`src/rtl/regfile_onehot_wr.sv`:
```
// MIPS32 register file with one-hot write select, two combinational read ports,
// write-through bypass and a sticky error flag for malformed (multi-hot) selects.
module regfile_onehot_wr #(
    parameter int unsigned DATA_W = 32,
    parameter int unsigned NREG   = 32,
    parameter int unsigned AW     = 5
) (
    input  logic              clk,
    input  logic              rst_n,
    input  logic [NREG-1:0]   wr_sel,
    input  logic [DATA_W-1:0] wr_data,
    input  logic [AW-1:0]     rd_addr1,
    input  logic [AW-1:0]     rd_addr2,
    output logic [DATA_W-1:0] rd_data1,
    output logic [DATA_W-1:0] rd_data2,
    output logic              wr_done,
    output logic              sel_err,
    input  logic              clr_err
);

    logic [DATA_W-1:0] regs_q [NREG];
    logic [DATA_W-1:0] regs_d [NREG];
    logic              wr_done_q, wr_done_d;
    logic              sel_err_q, sel_err_d;

    logic sel_any;
    logic sel_multi;
    logic sel_valid;

    // Clearing the lowest set bit leaves something only when two or more bits are set.
    assign sel_any   = |wr_sel;
    assign sel_multi = |(wr_sel & (wr_sel - NREG'(1)));
    assign sel_valid = sel_any && !sel_multi;

    always_comb begin
        regs_d = regs_q;
        for (int unsigned i = 1; i < NREG; i++) begin
            if (sel_valid && wr_sel[i]) begin
                regs_d[i] = wr_data;
            end
        end
        regs_d[0] = '0;

        wr_done_d = sel_valid && !wr_sel[0];

        sel_err_d = sel_err_q;
        if (sel_multi) begin
            sel_err_d = 1'b1;
        end else if (clr_err) begin
            sel_err_d = 1'b0;
        end
    end

    always_ff @(posedge clk or negedge rst_n) begin
        if (!rst_n) begin
            for (int unsigned i = 0; i < NREG; i++) begin
                regs_q[i] <= '0;
            end
            wr_done_q <= 1'b0;
            sel_err_q <= 1'b0;
        end else begin
            regs_q    <= regs_d;
            wr_done_q <= wr_done_d;
            sel_err_q <= sel_err_d;
        end
    end

    // Reset gates the bypass too, so reads are 0 while rst_n is low.
    always_comb begin
        rd_data1 = '0;
        if (rst_n && rd_addr1 != '0) begin
            if (sel_valid && wr_sel[rd_addr1]) begin
                rd_data1 = wr_data;
            end else begin
                rd_data1 = regs_q[rd_addr1];
            end
        end
    end

    always_comb begin
        rd_data2 = '0;
        if (rst_n && rd_addr2 != '0) begin
            if (sel_valid && wr_sel[rd_addr2]) begin
                rd_data2 = wr_data;
            end else begin
                rd_data2 = regs_q[rd_addr2];
            end
        end
    end

    assign wr_done = wr_done_q;
    assign sel_err = sel_err_q;

endmodule

```
`config.mk`:
```
export PLATFORM = sky130hd
export DESIGN_NAME = regfile_onehot_wr
export DESIGN_NICKNAME = d
export VERILOG_FILES = /design/src/rtl/regfile_onehot_wr.sv
export SDC_FILE = /design/constraint.sdc
export NUM_CORES = 2
export LEC_CHECK = 0
export ABC_CLOCK_PERIOD_IN_PS = 5000
export BUFFER_PORTS_ARGS = -buffer_cell sky130_fd_sc_hd__buf_2
export CAP_MARGIN = 10
export CORE_MARGIN = 2
export CORE_UTILIZATION = 57
export DETAILED_ROUTE_END_ITERATION = 12
export HOLD_SLACK_MARGIN = 0.05
export PLACE_DENSITY = 0.82
export SETUP_SLACK_MARGIN = 0.2
export SLEW_MARGIN = 10
export SYNTH_ARGS = -nofsm -noshare
export SYNTH_HDL_FRONTEND = slang
export SYNTH_SLANG_ARGS = --single-unit
```
`constraint.sdc`:
```
create_clock -name clk -period 5 [get_ports clk]
set_clock_uncertainty 0.15 [all_clocks]
set_input_delay 1.25 -clock clk [delete_from_list [all_inputs] [get_ports clk]]
set_output_delay 1.25 -clock clk [all_outputs]
set_load 0.02 [all_outputs]
```
==> results list <==
- Final WS setup: -552 ps
- For this run, the post-layout net count is 3809.
- Input and output buffers added on the ports amount to 142.
- Max IR drop VDD: 0.296 mV
* Violations in the final reports: setup timing
* Fraction of final layout cells with drive strength greater than 1: 37.4%
* Clock slew at the register clock pins of the worst setup and hold paths: 60 ps
- The repair_antennas step left the layout with diodes totalling 0.
- First-pass iteration count of the detailed router: 6
* Initial cell density of the core: 57.4%
* Number of clock buffers inserted by TritonCTS: 102
- Synthesized net count: 3625
- Detailed placement finished with a half-perimeter wire length of 102000 um.
* Maximum clock insertion buffer count: 3
- Summing every instance area after synthesis gives 55300 sq um.
- Number of instances in the synthesized netlist: 3548
- Cell leakage power: 30.8 nW
- Number of cells on the worst hold path: 1
- The synthesized design contains 0 enable-type register cells.
* Crit Path Max Fanout: 6
- Core footprint: 96400 sq um
- The tree built by TritonCTS fans out to 994 sinks.
* Clock network latency to the later pin of the worst-skew pair: 690 ps
- Kind of end point of the critical path: primary output
- Vias: 36700
- First-pass GRT wire length: 254000 um
* CTS tree: yes
- Among all flip-flop cells after synthesis, the most frequent one is sky130_fd_sc_hd__dfrtp_1.
- In the global route stage, met3 resource usage came out at 8.66%.
- The congestion estimate from routability-driven global placement came to 0.881.
* Worst-case headroom to the max-slew limit: 33.3%
- The floorplan has 114 rows.
* Met2 global-route usage: 53.6%
* Total Neg Setup Slack: -31020 ps
- Routed via count divided by cell count: 7.21
- Most crowded layer after global routing: met2
- Unrepaired setup endpoints after global routing: true
- Initial antenna violation count: 3
- Combined global-route utilization of all metal layers: 34.6%
- Type of the worst min-delay path: register to register
- Wires add up to 169000 um.
- The flow ran to the end, but the final reports show violations.
- The critical path is of the input pin to primary output type.
* Via count of the first global-routing pass: 38500
* Period minus WS final: 5550 ps
- Maximum number of pins on one net before global-route repair: 160
* Critical Path RT: 3600 ps
* Sequential element share of the synthesized area: 44.9%
- Counting flops with an async set or reset pin after synthesis yields a share of 100%.
* Average size of a mapped cell: 15.6 sq um
- From synthesis to final layout, the design area changed by 16.7%.
- The detailed router finished its first iteration with 4429 violations.
* Worst Tran Pin Value: 1000 ps
* Number of maximum-capacitance constraint violations: 0
* DRC Markers: 0
- The floorplan step set the die height to 316 um.
* Post-route fraction of the period consumed by the critical path: 111%
- Worst-case reg-to-reg path depth: 1
- Count of final hold-check violations: 0
* Final core utilization: 67.0%
* Data arrival time of the critical path: 4150 ps
- The filler cells instantiated in the layout total 6257.
* Max-slew violation count: 0
* Depth of the CTS H-tree: 3
- Floorplan die area: 99600 sq um
- Residual antenna-violating net count after detailed routing: 0
* Total power: 17.5 mW
* Count of boundary I/O pins: 143
* Die Wd: 316 um
* Setup-failing EPs final: 64
- The worst setup path is launched from an input pin.
* Maximum frequency from static timing analysis: 180 MHz
- The Yosys step of the flow raised 0 warnings.
- Number of synthesized register bits: 994
- In the final routed layout, each cell accounts on average for 33.2 um.
- Summed over all layers, the global routing overflow is 0.
* Cell Pwr Density: 271 nW/um^2
- After synthesis, the netlist uses 55 different library cells.
- Clk Tree Root Cell: sky130_fd_sc_hd__clkbuf_16
- Met1 track demand over resource: 46.4%
## metal layers
layer	share of wire [%]	routed length (um)
met3	10	17500
met1	37	63100
met4	5.7	9610
met2	47	79100
met5	0.016	27
## path summary, 6_finish.rpt
path / slack [ps] / startpoint / to
max: -550 / wr_sel[14] / rd_data2[24]
min: 360 / regs_q[7]$_DFFE_PN0P_ / regs_q[7]$_DFFE_PN0P_
min in group asynchronous: 490 / rst_n / regs_q[276]$_DFFE_PN0P_
max in group asynchronous: 2000 / rst_n / regs_q[536]$_DFFE_PN0P_
min reg2reg: 360 / regs_q[7]$_DFFE_PN0P_ / regs_q[7]$_DFFE_PN0P_
max reg2reg: 3960 / regs_q[883]$_DFFE_PN0P_ / regs_q[883]$_DFFE_PN0P_
## synth_stat cells, drive strengths merged (11+ instances only)
cell type     n  area, sq um
mux2       1058        11900
dfrtp       994        24900
mux4        586        13200
clkbuf      231          867
buf         165          781
mux2i        77          771
nand2        72          270
nand2b       66          413
o211ai       65          488
a22o         63          552
nand3        35          310
and3         31          194
nor2         13         48.8
nor3         12         82.6
o21ai        11         55.1
## cell usage in the layout (no fill, tap or decap), drive strengths merged, types with 12 or more instances in the layout
master	count
mux2i	77
nand3	35
nor2	13
nor3	12
nand2b	66
clkinv	24
nand2	72
clkbuf	147
and3	31
mux2	1058
dfrtp	994
a22o	63
o211ai	65
buf	475
mux4	586
## sequential cells by signal, summed over array words and instances, names as in the netlist
register and flops:
regs_q 992, sel_err 1, wr_done 1
## timing repair
action	CTS	global route
cloned	3	1
pin swaps	14	10
endpoints found under the setup margin	64	64
buffers inserted	14	3
resized for setup	114	33
hold buffers	0	0
## worst max-delay path, stage by stage
cell and delay [ps]:
sky130_fd_sc_hd__buf_2 130, sky130_fd_sc_hd__nor4_4 290, sky130_fd_sc_hd__nand4_1 170, sky130_fd_sc_hd__buf_6 180, sky130_fd_sc_hd__or4_4 430, sky130_fd_sc_hd__a311oi_4 350, sky130_fd_sc_hd__o211ai_1 220, sky130_fd_sc_hd__nor3_4 250
sky130_fd_sc_hd__buf_12 210, sky130_fd_sc_hd__buf_12 120, sky130_fd_sc_hd__buf_8 130, sky130_fd_sc_hd__mux2i_2 220, sky130_fd_sc_hd__buf_4 180
## metrics by stage
step           area, sq um  instances  hold WS, ps  setup WS (ps)
2_1_floorplan        56000       3548          320           -164
3_3_place_gp         60300       4883          331           -754
3_5_place_dp         60300       4883          342           -775
4_1_cts              64400       5090          358           -525
5_1_grt              64600       5094          366           -600
6_report             64600       5094          357           -552
## final cells by class
class	count	area, sq um	area share [%]
multi-input combinational	2156	29700	46.0
clock buffer	146	3010	4.66
timing repair buffer	476	4880	7.56
tap	1276	1600	2.47
clock inverter	44	504	0.781
sequential	994	24900	38.5
inverter	2	7.51	0.0116
## cells by family after synthesis
group	share of synthesized area (%)
compound gates	2.36
fa+ha+maj	0.0543
mux	46.8
flops	44.9
simple gates	2.88
buf+inv	2.99
## where the power goes
part	switching, mW	total [mW]	internal (mW)
clock	3.41	7.98	4.57
sequential	0.00503	8.05	8.05
combinational	0.942	1.46	0.514
Power figures use the tool's default switching activity.
